### config.mk
export PLATFORM = sky130hd
export DESIGN_NAME = instr_dispatch_flat
export DESIGN_NICKNAME = d
export VERILOG_FILES = /design/src/rtl/instr_dispatch_if.sv /design/src/rtl/instr_dispatch.sv /design/src/flat_wrapper.sv
export SDC_FILE = /design/constraint.sdc
export NUM_CORES = 1
export LEC_CHECK = 0
export ABC_CLOCK_PERIOD_IN_PS = 5800
export CORE_MARGIN = 3
export CORE_UTILIZATION = 48
export DETAILED_ROUTE_END_ITERATION = 8
export DONT_BUFFER_PORTS = 1
export HOLD_SLACK_MARGIN = 0.05
export REMOVE_ABC_BUFFERS = 1
export SLEW_MARGIN = 40
export SYNTH_ARGS = -nofsm -noshare
export SYNTH_HDL_FRONTEND = slang
export SYNTH_SLANG_ARGS = --single-unit
export TNS_END_PERCENT = 20
### constraint.sdc
create_clock -name clk -period 5.8 [get_ports clk]
set_clock_uncertainty 0.05 [all_clocks]
set_input_delay 0.87 -clock clk [delete_from_list [all_inputs] [get_ports clk]]
set_output_delay 0.87 -clock clk [all_outputs]
set_load 0.03 [all_outputs]
### src/rtl/instr_dispatch_if.sv
// Issue-side bus between the upstream instruction source, the dispatcher and the three-lane core.
// The master drives instructions, enable and done; the slave (dispatcher) drives everything else.
interface instr_dispatch_if #(
    parameter int IW = 28
);
    logic          in_valid;
    logic          in_ready;
    logic [IW-1:0] in_instr;
    logic [1:0]    in_lane;
    logic          enable;
    logic          done;
    logic [IW-1:0] inst1;
    logic [IW-1:0] inst2;
    logic [IW-1:0] inst3;
    logic          start1;
    logic          start2;
    logic          start3;
    logic          busy;
    logic [15:0]   issued_cnt;
    logic          timeout_err;
    logic          bad_lane;

    modport master (
        output in_valid, in_instr, in_lane, enable, done,
        input  in_ready, inst1, inst2, inst3, start1, start2, start3,
               busy, issued_cnt, timeout_err, bad_lane
    );

    modport slave (
        input  in_valid, in_instr, in_lane, enable, done,
        output in_ready, inst1, inst2, inst3, start1, start2, start3,
               busy, issued_cnt, timeout_err, bad_lane
    );
endinterface

### src/rtl/instr_dispatch.sv
// Three-lane instruction dispatcher: per-lane FIFOs feed one bundle at a time to the core,
// then wait for done or give up after TIMEOUT wait cycles.
//
// state   | meaning
// S_IDLE  | no bundle outstanding; issues when enabled and any lane has work
// S_ISSUE | start strobes high for exactly this cycle
// S_WAIT  | bundle running on the core; waits for done or timeout
module instr_dispatch #(
    parameter int DEPTH   = 4,
    parameter int TIMEOUT = 255,
    parameter int IW      = 28
) (
    input logic             clk,
    input logic             rst_n,
    instr_dispatch_if.slave bus
);
    localparam int AW = $clog2(DEPTH);
    localparam int TW = $clog2(TIMEOUT + 1);

    typedef enum logic [1:0] {S_IDLE, S_ISSUE, S_WAIT} state_t;

    logic [IW-1:0] mem_q [3][DEPTH];
    logic [AW:0]   wptr_q [3];
    logic [AW:0]   rptr_q [3];
    logic [2:0]    empty;
    logic [2:0]    full;
    logic [2:0]    push;
    logic [2:0]    pop;
    logic          in_ready;

    state_t        state_q, state_d;
    logic [TW-1:0] tmo_q, tmo_d;
    logic [15:0]   cnt_q, cnt_d;
    logic          terr_q, terr_d;
    logic          bad_q, bad_d;
    logic          busy_q, busy_d;
    logic [2:0]    mask_q, mask_d;
    logic [2:0]    start_q, start_d;
    logic [IW-1:0] inst_q [3];
    logic [IW-1:0] inst_d [3];

    always_comb begin
        for (int k = 0; k < 3; k++) begin
            empty[k] = (wptr_q[k] == rptr_q[k]);
            full[k]  = ((wptr_q[k] - rptr_q[k]) == (AW+1)'(DEPTH));
        end
    end

    // Readiness looks only at pre-pop occupancy, so a full lane stays stalled on its pop cycle.
    always_comb begin
        case (bus.in_lane)
            2'd1:    in_ready = !full[0];
            2'd2:    in_ready = !full[1];
            2'd3:    in_ready = !full[2];
            default: in_ready = 1'b1;
        endcase
    end

    always_comb begin
        for (int k = 0; k < 3; k++) begin
            push[k] = bus.in_valid && in_ready && (bus.in_lane == 2'(k + 1));
        end
    end

    always_ff @(posedge clk) begin
        for (int k = 0; k < 3; k++) begin
            if (push[k]) begin
                mem_q[k][wptr_q[k][AW-1:0]] <= bus.in_instr;
            end
        end
    end

    always_ff @(posedge clk or negedge rst_n) begin
        if (!rst_n) begin
            for (int k = 0; k < 3; k++) begin
                wptr_q[k] <= '0;
                rptr_q[k] <= '0;
            end
        end else begin
            for (int k = 0; k < 3; k++) begin
                if (push[k]) wptr_q[k] <= wptr_q[k] + 1'b1;
                if (pop[k])  rptr_q[k] <= rptr_q[k] + 1'b1;
            end
        end
    end

    always_comb begin
        state_d = state_q;
        tmo_d   = tmo_q;
        cnt_d   = cnt_q;
        terr_d  = terr_q;
        mask_d  = mask_q;
        inst_d  = inst_q;
        start_d = '0;
        pop     = '0;
        bad_d   = bad_q | (bus.in_valid && (bus.in_lane == 2'd0));

        case (state_q)
            S_IDLE: begin
                if (bus.enable && (empty != 3'b111)) begin
                    state_d = S_ISSUE;
                    pop     = ~empty;
                    start_d = ~empty;
                    mask_d  = ~empty;
                    tmo_d   = '0;
                    for (int k = 0; k < 3; k++) begin
                        if (!empty[k]) inst_d[k] = mem_q[k][rptr_q[k][AW-1:0]];
                    end
                end
            end
            S_ISSUE: state_d = S_WAIT;
            S_WAIT: begin
                // done takes priority over an expiring timer on the same cycle
                if (bus.done) begin
                    state_d = S_IDLE;
                    tmo_d   = '0;
                    cnt_d   = cnt_q + 16'(mask_q[0]) + 16'(mask_q[1]) + 16'(mask_q[2]);
                end else if (tmo_q == TW'(TIMEOUT - 1)) begin
                    state_d = S_IDLE;
                    tmo_d   = '0;
                    terr_d  = 1'b1;
                end else begin
                    tmo_d = tmo_q + 1'b1;
                end
            end
            default: state_d = S_IDLE;
        endcase

        busy_d = (state_d != S_IDLE);
    end

    always_ff @(posedge clk or negedge rst_n) begin
        if (!rst_n) begin
            state_q <= S_IDLE;
            tmo_q   <= '0;
            cnt_q   <= '0;
            terr_q  <= 1'b0;
            bad_q   <= 1'b0;
            busy_q  <= 1'b0;
            mask_q  <= '0;
            start_q <= '0;
            for (int k = 0; k < 3; k++) inst_q[k] <= '0;
        end else begin
            state_q <= state_d;
            tmo_q   <= tmo_d;
            cnt_q   <= cnt_d;
            terr_q  <= terr_d;
            bad_q   <= bad_d;
            busy_q  <= busy_d;
            mask_q  <= mask_d;
            start_q <= start_d;
            for (int k = 0; k < 3; k++) inst_q[k] <= inst_d[k];
        end
    end

    assign bus.in_ready    = in_ready;
    assign bus.inst1       = inst_q[0];
    assign bus.inst2       = inst_q[1];
    assign bus.inst3       = inst_q[2];
    assign bus.start1      = start_q[0];
    assign bus.start2      = start_q[1];
    assign bus.start3      = start_q[2];
    assign bus.busy        = busy_q;
    assign bus.issued_cnt  = cnt_q;
    assign bus.timeout_err = terr_q;
    assign bus.bad_lane    = bad_q;
endmodule

### src/flat_wrapper.sv
// flat-port wrapper written by rule: the top's interface ports become plain ports
module instr_dispatch_flat 
#(
    parameter int DEPTH   = 4,
    parameter int TIMEOUT = 255,
    parameter int IW      = 28
)
  (clk, rst_n, bus_in_valid, bus_in_instr, bus_in_lane, bus_enable, bus_done, bus_in_ready, bus_inst1, bus_inst2, bus_inst3, bus_start1, bus_start2, bus_start3, bus_busy, bus_issued_cnt, bus_timeout_err, bus_bad_lane);
  instr_dispatch_if #(.IW(IW)) bus_i ();
  input logic clk;
  input logic rst_n;
  input wire logic [$bits(bus_i.in_valid)-1:0] bus_in_valid;
  input wire logic [$bits(bus_i.in_instr)-1:0] bus_in_instr;
  input wire logic [$bits(bus_i.in_lane)-1:0] bus_in_lane;
  input wire logic [$bits(bus_i.enable)-1:0] bus_enable;
  input wire logic [$bits(bus_i.done)-1:0] bus_done;
  output wire logic [$bits(bus_i.in_ready)-1:0] bus_in_ready;
  output wire logic [$bits(bus_i.inst1)-1:0] bus_inst1;
  output wire logic [$bits(bus_i.inst2)-1:0] bus_inst2;
  output wire logic [$bits(bus_i.inst3)-1:0] bus_inst3;
  output wire logic [$bits(bus_i.start1)-1:0] bus_start1;
  output wire logic [$bits(bus_i.start2)-1:0] bus_start2;
  output wire logic [$bits(bus_i.start3)-1:0] bus_start3;
  output wire logic [$bits(bus_i.busy)-1:0] bus_busy;
  output wire logic [$bits(bus_i.issued_cnt)-1:0] bus_issued_cnt;
  output wire logic [$bits(bus_i.timeout_err)-1:0] bus_timeout_err;
  output wire logic [$bits(bus_i.bad_lane)-1:0] bus_bad_lane;
  assign bus_i.in_valid = bus_in_valid;
  assign bus_i.in_instr = bus_in_instr;
  assign bus_i.in_lane = bus_in_lane;
  assign bus_i.enable = bus_enable;
  assign bus_i.done = bus_done;
  assign bus_in_ready = bus_i.in_ready;
  assign bus_inst1 = bus_i.inst1;
  assign bus_inst2 = bus_i.inst2;
  assign bus_inst3 = bus_i.inst3;
  assign bus_start1 = bus_i.start1;
  assign bus_start2 = bus_i.start2;
  assign bus_start3 = bus_i.start3;
  assign bus_busy = bus_i.busy;
  assign bus_issued_cnt = bus_i.issued_cnt;
  assign bus_timeout_err = bus_i.timeout_err;
  assign bus_bad_lane = bus_i.bad_lane;
  instr_dispatch #(.DEPTH(DEPTH), .TIMEOUT(TIMEOUT), .IW(IW)) u_core (.clk(clk), .rst_n(rst_n), .bus(bus_i));
endmodule
==> qor.txt, run 1 <==
status = complete, no violations
Core Footprint = 0.0368 mm²
pre-CTS setup slack = 2460 ps
PostCTS Resize Cnt = 0
Switch Pwr = 3.49 mW
pwr/cell area = 536 mW/mm²
routability congestion estimate = 0.717
CTS Root Cell = clkbuf_16
die area = 0.0398 mm²
Synth Register Bits = 473
first-pass GRT wire length = 54200 µm
combinational share of power = 0.210
initial antenna violation count = 0
sequential-to-total area share from yosys stat = 0.753
critical-path maximum fanout = 30
Total Wirelength = 35400 µm
Min-Delay Path Class = in -> async
Arr. time, crit path = 2780 ps
Post-Route Setup TNS = 0 ps
H-tree Lvls = 2
final instance area = 0.0202 mm²
Post-DRT Antenna Nets = 0
Die W = 199 µm
library cells used by synthesis = 43
Synth area leaders = edfxtp_1, dfrtp_1, mux4_2
Clock power frac = 0.291
reg-to-reg endpoint = u_core.mem_q[0][75]
Post-Synth Simple-Gate Area = 0.0277
Clock Latency Late Sink = 560 ps
maximum clock rate = 270 MHz
worst r2r src = u_core.rptr_q[7]
Overall Global Routing Usage = 0.183
CTS tree = yes
hold buffers post-CTS = 1
fill count = 2768
Lkg Pwr = 7.09 nW
post-synthesis xor/xnor area fraction = 0.0165
area share of the largest cell type after synthesis = 0.562
complex-gate fraction of the synthesized area = 0.0105
crit share post-route = 0.638
Worst-path clk slew = 60 ps
floorplan row count = 70
EDFF count, synth = 336
number of global-route vias before repair = 8860
syn avg cell area = 20.5 µm²
hpwl dp = 21800 µm
most frequent cells in the layout = edfxtp_1, dfrtp_1, mux2_2
final number of max-transition violations = 0
Synth Warn # = 0
leading area contributor after synthesis = edfxtp_1
Pwr Total = 10.8 mW
largest net degree at the start of global routing = 138
Setup crit end kind = primary output
final setup fails = 0
Iteration-0 DRC Markers = 380
gr ovfl total = 0
Synth Cell Area = 0.0180 mm²
FF-to-FF path depth = 7
R2R Setup Slk = 2710 ps
vias per cell = 5.70
mux contribution to synthesized area = 0.161
nets = 970
main combinational cell family by area after synthesis = multiplexers
sw frac = 0.323
worst slew pin tran = 787 ps
Die Y = 199 µm
Layout area overhead = 12.4%
commonest non-fill, non-tap cell in the layout = edfxtp_1
Post-Synth Adder-Cell Area = 0.0196
placed cell area = 0.0185 mm²
1st-pass router iterations = 4
Async SR Flop Fraction = 0.290
kind of critical path = reg -> out
Num CTS Buffers = 49
Wirelength per Cell = 25.1 µm
fin crit period = 3700 ps
unrepaired setup endpoints after global routing = false
Setup Buffers After CTS = 0
clock sinks = 473
Boundary Pins = 142
Flop pwr share = 0.499
Internal = 7.32 mW
Slew HR = 0.475
peak supply drop = 0.276 mV
Initial Util = 0.488
Cells after Synth = 874
share of layout cells above drive strength 1 = 0.302
Remaining DRCs = 0
CTS Buffer Depth = 3
port bufs = 0
n_diodes = 0
maxcap violations = 0
Vias = 8058
startpoint types = flip-flop
setup ws final = 2100 ps
Critical Path RT = 4880 ps
Top FF cell, synth = edfxtp_1
Final Hold Viols = 0
-- per-stage QoR --
stage                util  hold slack (ps)  cells
global placement    0.503              421   1324
global route        0.549              304   1414
detailed placement  0.503              421   1324
floorplan               -              404    846
finish              0.549              262   1414
CTS                 0.548              280   1414
-- worst max-delay path, cell delays in order (launching register included) --
cell and delay [ps]:
dfrtp_2 850, inv_1 150, ha_1 230, nor2b_1 130, xnor2_1 180, o32ai_4 190
a41oi_2 470
-- layout make-up --
type / instances / area [µm²] / area share
timing repair buffer: 11 / 103 / 0.00508
tap: 468 / 586 / 0.0290
sequential: 473 / 13500 / 0.671
clock inverter: 22 / 262 / 0.0130
inverter: 18 / 70.1 / 0.00347
clock buffer: 67 / 1370 / 0.0678
multi-input combinational: 355 / 4260 / 0.211
-- synthesized netlist by cell type, types with 5 or more instances --
library cell,count
dfrtp_1,137
edfxtp_1,336
a31oi_1,5
o21ai_0,9
inv_1,18
xnor2_1,23
nor2_1,10
nor2b_1,5
clkbuf_1,7
xor2_1,9
and2_2,6
nand3_1,18
mux4_2,84
nand2_1,30
nor3_1,6
buf_2,17
ha_1,25
mux2_2,86
-- logic make-up (layout without fill, tap and decap cells) --
| logic type | Yosys count | count (layout) |
|---|---|---|
| flip-flops | 473 | 473 |
| multiplexers | 172 | 172 |
| AND/OR/NAND/NOR | 96 | 96 |
| buffers and inverters | 46 | 118 |
| XOR/XNOR | 33 | 33 |
| adder cells (fa/ha/maj) | 27 | 27 |
| AO/OA/AOI/OAI | 27 | 27 |
-- registers in the layout, summed over array words and instances (netlist names) --
name,count
u_core.wptr_q,9
u_core.bus.bad_lane,1
u_core.rptr_q,9
u_core.bus.timeout_err,1
u_core.bus.inst2,28
u_core.bus.inst1,28
u_core.bus.busy,1
u_core.mem_q,336
u_core.state_q,2
u_core.bus.issued_cnt,16
u_core.tmo_q,8
u_core.bus.inst3,28
u_core.start_q,3
u_core.mask_q,3
-- metal layers --
layer / wire length (µm) / GRT usage / part of all wire
met4: 588 / 0.0507 / 0.017
met2: 17700 / 0.305 / 0.50
met3: 2100 / 0.0396 / 0.059
met1: 15000 / 0.249 / 0.42
met5: 0 / 0 / 0
-- power by group through the flow --
stage	registers, mW	logic, mW	clock network, mW
2_1_floorplan	5.40	1.61	0
3_3_place_gp	5.45	2.21	0
3_5_place_dp	5.48	2.29	0
4_1_cts	5.42	2.34	3.23
5_1_grt	5.48	2.50	3.36
6_report	5.40	2.27	3.15
-- worst max-delay path by stage --
stage                          start              endpoint  slack, ps  cells after the start
floorplan           u_core.rptr_q[6]  u_core.mem_q[0][224]       1090                      5
global placement    u_core.rptr_q[1]          bus_in_ready       2410                      6
detailed placement  u_core.rptr_q[4]  u_core.mem_q[0][138]       2460                      6
CTS                 u_core.rptr_q[1]          bus_in_ready       1950                      6
global route        u_core.rptr_q[7]          bus_in_ready       1900                      6
finish              u_core.rptr_q[7]          bus_in_ready       2100                      6
Note: power is estimated with default switching activity, not from simulation.
==> run 2, diff against run 1 <==
--- a/config.mk
+++ b/config.mk
@@ -5,7 +5,7 @@
 export SDC_FILE = /design/constraint.sdc
 export NUM_CORES = 1
 export LEC_CHECK = 0
-export ABC_CLOCK_PERIOD_IN_PS = 5800
+export ABC_CLOCK_PERIOD_IN_PS = 3600
 export CORE_MARGIN = 3
 export CORE_UTILIZATION = 48
 export DETAILED_ROUTE_END_ITERATION = 8
==> constraint.sdc (replaced) <==
create_clock -name clk -period 3.6 [get_ports clk]
set_clock_uncertainty 0.05 [all_clocks]
set_input_delay 0.54 -clock clk [delete_from_list [all_inputs] [get_ports clk]]
set_output_delay 0.54 -clock clk [all_outputs]
set_load 0.03 [all_outputs]
==> qor.txt, run 2 (same netlist as run 1, synthesis figures left out) <==
critical-path maximum fanout = 5 (was 30)
unrepaired setup endpoints after global routing = false (unchanged)
CTS Buffer Depth = 3 (unchanged)
CTS Root Cell = clkbuf_16 (unchanged)
largest net degree at the start of global routing = 138 (unchanged)
Critical Path RT = 3010 ps (was 4880 ps)
nets = 1009 (was 970)
Lkg Pwr = 7.24 nW (was 7.09 nW)
Overall Global Routing Usage = 0.195 (was 0.183)
Vias = 8326 (was 8058)
Crit-path slowest cell = dfrtp_1 (was dfrtp_2)
commonest non-fill, non-tap cell in the layout = edfxtp_1 (unchanged)
startpoint types = flip-flop (unchanged)
Worst-path clk slew = 60 ps (about the same)
Post-DRT Antenna Nets = 0 (unchanged)
Boundary Pins = 142 (unchanged)
crit share post-route = 0.832
Iteration-0 DRC Markers = 400 (was 380)
Setup crit end kind = primary output (unchanged)
fill count = 2752 (was 2768)
Remaining DRCs = 0 (unchanged)
worst slew pin tran = 740 ps (was 787 ps)
kind of critical path = reg -> out (unchanged)
Total Wirelength = 37700 µm (was 35400 µm)
peak supply drop = 0.509 mV (was 0.276 mV)
Bufs and invs on worst path = 2 (was 1)
die area = 0.0398 mm² (unchanged)
PostCTS Resize Cnt = 0 (unchanged)
H-tree Lvls = 2 (unchanged)
hold slack final = 130 ps (was 262 ps)
dpl cells = 1333 (was 1324)
routability congestion estimate = 0.765 (was 0.717)
Wirelength per Cell = 25.9 µm (was 25.1 µm)
port bufs = 0 (unchanged)
Slew HR = 0.507 (was 0.475)
fin crit period = 2990 ps
max reg flops = 336 (unchanged)
Crit path largest cell delay = 410 ps (was 850 ps)
Core Footprint = 0.0368 mm² (unchanged)
Min-Delay Path Class = in -> reg (was in -> async)
setup ws final = 606 ps (was 2100 ps)
most frequent cells in the layout = edfxtp_1, dfrtp_1, mux2_2 (unchanged)
CTS tree = yes (unchanged)
placed cell area = 0.0186 mm² (was 0.0185 mm²)
critical path's top delay family = compound AO/OA/AOI/OAI gates (was flip-flops)
share of layout cells above drive strength 1 = 0.291 (was 0.302)
Die Y = 199 µm (unchanged)
pre-CTS setup slack = 850 ps (was 2460 ps)
Arr. time, crit path = 2400 ps (was 2780 ps)
initial antenna violation count = 3 (was 0)
Layout area overhead = 14.4% (was 12.4%)
Pwr Total = 17.5 mW (was 10.8 mW)
pwr/cell area = 853 mW/mm² (was 536 mW/mm²)
vias per cell = 5.72 (was 5.70)
Initial Util = 0.488 (unchanged)
final instance area = 0.0205 mm² (was 0.0202 mm²)
Die W = 199 µm (unchanged)
Final Hold Viols = 0 (unchanged)
number of global-route vias before repair = 8969 (was 8860)
first-pass GRT wire length = 56800 µm (was 54200 µm)
maxcap violations = 0 (unchanged)
Final Non-Filler Cells = 1455 (was 1414)
hpwl dp = 22700 µm (was 21800 µm)
1st-pass router iterations = 4 (unchanged)
floorplan row count = 70 (unchanged)
gr ovfl total = 0 (unchanged)
final setup fails = 0 (unchanged)
final number of max-transition violations = 0 (unchanged)
clock sinks = 473 (unchanged)
Clock Latency Late Sink = 580 ps (was 560 ps)
critical path cell sequence = inv_1 > ha_1 > nor2b_1 > xnor2_1 > o32ai_4 > a41oi_1 > buf_4 (was inv_1 > ha_1 > nor2b_1 > xnor2_1 > o32ai_4 > a41oi_2)
Num CTS Buffers = 49 (unchanged)
maximum clock rate = 334 MHz
status = complete, no violations (unchanged)
[run 2: cell count changes in the layout (fill, tap and decap cells not counted), moves of 2 or more]
cell,delta
buf_12,+4
clkbuf_8,-4
clkinv_2,-2
dfrtp_2,+2
dlygate4sd3_1,+30
inv_4,-2
buf_4,+5
clkinv_1,+9
dfrtp_4,-2
[run 2: cell type report]
| type | instances | area [µm²] | area share |
|---|---|---|---|
| tap | 468 | 586 | 0.0285 |
| clock inverter | 29 | 289 | 0.0141 |
| antenna | 1 | 2.50 | 0.000122 |
| inverter | 18 | 70.1 | 0.00341 |
| timing repair buffer | 50 | 520 | 0.0253 |
| clock buffer | 61 | 1300 | 0.0633 |
| sequential | 473 | 13500 | 0.658 |
| multi-input combinational | 355 | 4250 | 0.207 |
[run 2: final timing paths]
path | slack (ps) | start | cells past startpoint | end
max | 610 | u_core.wptr_q[6] | 7 | bus_in_ready
max in group asynchronous | 2340 | rst_n | 2 | u_core.rptr_q[0]
min reg2reg | 450 | u_core.mask_q[2] | 2 | u_core.mask_q[2]
min in group asynchronous | 560 | rst_n | 2 | u_core.bus.inst2[17]
max reg2reg | 870 | u_core.wptr_q[3] | 7 | u_core.mem_q[0][163]
min | 130 | bus_in_lane[1] | 2 | u_core.bus.bad_lane
[run 2: power by group]
group | leakage (nW) | switching (mW) | internal [mW]
Sequential | 4.69 | 1.72 | 6.79
Combinational | 1.77 | 2.04 | 1.98
Clock | 0.778 | 2.02 | 2.98
[run 2: metal layers]
metal  wire, µm  track usage
met5         26            0
met1      15900        0.259
met2      18600        0.321
met4        898       0.0633
met3       2220       0.0479
[run 2: through the flow]
stage / util / setup TNS, ps
3_3_place_gp: 0.506 / 0
5_1_grt: 0.559 / 0
4_1_cts: 0.558 / 0
2_1_floorplan: - / -80320
3_5_place_dp: 0.506 / 0
6_report: 0.559 / 0
[run 2: repair_timing]
action                                 in CTS  in global routing
endpoints found under the hold margin     474                  0
setup buffers                               0                  0
hold buffers                               31                  0
==> run 3, diff against run 2 <==
--- a/config.mk
+++ b/config.mk
@@ -5,7 +5,8 @@
 export SDC_FILE = /design/constraint.sdc
 export NUM_CORES = 1
 export LEC_CHECK = 0
-export ABC_CLOCK_PERIOD_IN_PS = 3600
+export ABC_AREA = 1
+export ABC_CLOCK_PERIOD_IN_PS = 3100
 export CORE_MARGIN = 3
 export CORE_UTILIZATION = 48
 export DETAILED_ROUTE_END_ITERATION = 8
==> constraint.sdc (replaced) <==
create_clock -name clk -period 3.1 [get_ports clk]
set_clock_uncertainty 0.05 [all_clocks]
set_input_delay 0.465 -clock clk [delete_from_list [all_inputs] [get_ports clk]]
set_output_delay 0.465 -clock clk [all_outputs]
set_load 0.03 [all_outputs]
==> qor.txt, run 3 <==
final setup fails = 0 (unchanged)
Slew HR = 0.534 (was 0.507)
share of layout cells above drive strength 1 = 0.0867 (was 0.291)
register area = 0.0135 mm² (about the same)
Synth Warn # = 0 (unchanged)
die area = 0.0409 mm² (was 0.0398 mm²)
floorplan row count = 71 (was 70)
Bufs and invs on worst path = 2 (unchanged)
commonest non-fill, non-tap cell in the layout = edfxtp_1 (unchanged)
worst slew pin tran = 699 ps (was 740 ps)
Boundary Pins = 142 (unchanged)
most frequent cell after synthesis = edfxtp_1 (unchanged)
Setup crit end kind = primary output (unchanged)
nets = 1637 (was 1009)
largest net degree at the start of global routing = 138 (unchanged)
Worst Setup SP = u_core.wptr_q[6] (unchanged)
peak supply drop = 0.591 mV (was 0.509 mV)
Overall Global Routing Usage = 0.205 (was 0.195)
Post-DRT Antenna Nets = 0 (unchanged)
critical path cell sequence = inv_1 > ha_1 > nand2_1 > nor2_1 > nand3_1 > nand2_1 > nand3_1 > buf_4 (was inv_1 > ha_1 > nor2b_1 > xnor2_1 > o32ai_4 > a41oi_1 > buf_4)
pre-CTS setup slack = 332 ps (was 850 ps)
Core Footprint = 0.0378 mm² (was 0.0368 mm²)
Crit-path slowest cell = dfrtp_1 (unchanged)
PostCTS Resize Cnt = 0 (unchanged)
worst setup path end = bus_in_ready (unchanged)
Total Wirelength = 41400 µm (was 37700 µm)
syn avg cell area = 12.0 µm² (was 20.5 µm²)
reg-to-reg endpoint = u_core.mem_q[0][135] (was u_core.mem_q[0][163])
routability congestion estimate = 0.782 (was 0.765)
Worst-path clk slew = 70 ps (was 60 ps)
Min-Delay Path Class = in -> async (was in -> reg)
dpl cells = 2007 (was 1333)
port bufs = 0 (unchanged)
CTS Buffer Depth = 3 (unchanged)
Multi-input gate area = 0.00449 mm² (was 0.00425 mm²)
Pwr Total = 20.7 mW (was 17.5 mW)
Cells after Synth = 1539 (was 874)
Synth area leaders = edfxtp_1, dfrtp_1, nand2_1 (was edfxtp_1, dfrtp_1, mux4_2)
startpoint types = flip-flop (unchanged)
most frequent cells in the layout = edfxtp_1, nand2_1, nor2_1 (was edfxtp_1, dfrtp_1, mux2_2)
Remaining DRCs = 0 (unchanged)
first-pass GRT wire length = 65400 µm (was 56800 µm)
Final Non-Filler Cells = 2126 (was 1455)
1st-pass router iterations = 4 (unchanged)
Die W = 202 µm (was 199 µm)
failing checks = hold timing
Vias = 11251 (was 8326)
hpwl dp = 24500 µm (was 22700 µm)
Top FF cell, synth = edfxtp_1 (unchanged)
FF-to-FF path depth = 10 (was 7)
critical-path maximum fanout = 10 (was 5)
Clock Latency Late Sink = 580 ps (about the same)
kind of critical path = reg -> out (unchanged)
total stage count of the critical path = 8 (was 7)
R2R Setup Slk = 290 ps (was 870 ps)
fill count = 3196 (was 2752)
area share of the largest cell type after synthesis = 0.545 (was 0.562)
Final Hold Viols = 137 (was 0)
Arr. time, crit path = 2320 ps (was 2400 ps)
vias per cell = 5.29 (was 5.72)
number of global-route vias before repair = 11142 (was 8969)
initial antenna violation count = 1 (was 3)
CTS tree = yes (unchanged)
maximum clock rate = 353 MHz
maxcap violations = 0 (unchanged)
Layout area overhead = 13.8% (was 14.4%)
most frequent cells after synthesis = edfxtp_1, nand2_1, nor2_1 (was edfxtp_1, dfrtp_1, mux2_2)
sequential-to-total area share from yosys stat = 0.730 (was 0.753)
hold slack final = -463 ps (was 130 ps)
n_diodes = 0 (was 1)
critical path's top delay family = simple AND/OR/NAND/NOR gates (was compound AO/OA/AOI/OAI gates)
fin crit period = 2830 ps
crit share post-route = 0.913
Synth Register Bits = 473 (unchanged)
Critical Path RT = 2580 ps (was 3010 ps)
Post-Route Setup TNS = 0 ps (unchanged)
leading area contributor after synthesis = edfxtp_1 (unchanged)
setup ws final = 270 ps (was 606 ps)
Crit path largest cell delay = 400 ps (was 410 ps)
Num CTS Buffers = 48 (was 49)
unrepaired setup endpoints after global routing = false (unchanged)
pwr/cell area = 981 mW/mm² (was 853 mW/mm²)
Wirelength per Cell = 19.5 µm (was 25.9 µm)
max reg flops = 336 (unchanged)
Setup Buffers After CTS = 0 (unchanged)
H-tree Lvls = 2 (unchanged)
final number of max-transition violations = 0 (unchanged)
Async SR Flop Fraction = 0.290 (unchanged)
Iteration-0 DRC Markers = 739 (was 400)
library cells used by synthesis = 31 (was 43)
Initial Util = 0.489 (was 0.488)
hold buffers post-CTS = 29 (was 31)
status = finished, violations left (was complete, no violations)
worst r2r src = u_core.wptr_q[0] (was u_core.wptr_q[3])
CTS Root Cell = clkbuf_16 (unchanged)
Synth Cell Area = 0.0185 mm² (was 0.0180 mm²)
Lkg Pwr = 8.00 nW (was 7.24 nW)
EDFF count, synth = 336 (unchanged)
gr ovfl total = 0 (unchanged)
Die Y = 202 µm (was 199 µm)
clock sinks = 473 (unchanged)
[run 3: cell count changes after synthesis, sizes merged, moves of 23 or more]
cell / delta
nor2: +274
mux4: -84
nand2: +253
o21ai: +169
a31oi: +23
mux2: -88
o22ai: +57
inv: +47
clkbuf: +46
[run 3: area by class of cell]
| type | count | area share |
|---|---|---|
| Timing Repair Buffer | 60 | 0.0258 |
| Sequential cell | 473 | 0.642 |
| Tap cell | 511 | 0.0304 |
| Multi-Input combinational cell | 927 | 0.213 |
| Clock inverter | 20 | 0.00957 |
| Inverter | 65 | 0.0118 |
| Clock buffer | 70 | 0.0668 |
[run 3: through the flow]
step | cell area, µm² | utilization | hold WS (ps)
after floorplan | 18200 | - | 119
after global placement | 19100 | 0.505 | 126
after detailed placement | 19200 | 0.506 | 127
after CTS | 21100 | 0.556 | -496
after global routing | 21100 | 0.556 | -491
final | 21100 | 0.556 | -463
[run 3: cells by family after synthesis]
family / Yosys count / share of synthesized area
AOI/OAI and AO/OA: 270 / 0.0791
xor gates and xnor gates: 26 / 0.0123
adders and majority gates: 27 / 0.0191
buffers and inverters: 139 / 0.0306
DFF: 473 / 0.730
and+or+nand+nor: 604 / 0.128
[run 3: report_power, final]
part	leakage, nW	total, mW	switching, mW	internal (mW)
sequential	4.71	9.60	1.85	7.75
clock	0.777	5.82	2.41	3.41
combinational	2.52	5.24	3.58	1.66
[run 3: layer usage]
metal	vias to the layer above	GRT usage	routed length, µm
li1	5393	-	-
met1	5560	0.282	18400
met2	233	0.330	20000
met3	63	0.0411	2090
met4	2	0.0663	1010
met5	-	0	13
[run 3: worst min-delay path by stage]
stage	slack (ps)	to	depth (start not counted)
floorplan	120	u_core.bus.bad_lane	0
global placement	130	u_core.bus.inst1[16]	0
detailed placement	130	u_core.bus.inst1[16]	0
CTS	-500	u_core.bus.inst1[16]	0
global route	-490	u_core.bus.inst1[16]	0
finish	-460	u_core.bus.inst1[17]	0
[run 3: worst reg2reg max path: cells and delay by family, from the launching register on]
family                   cells  cell delay, ps
adder cells (fa/ha/maj)      1             250
buffers and inverters        3             580
flip-flops                   1             420
AND/OR/NAND/NOR              6            1140
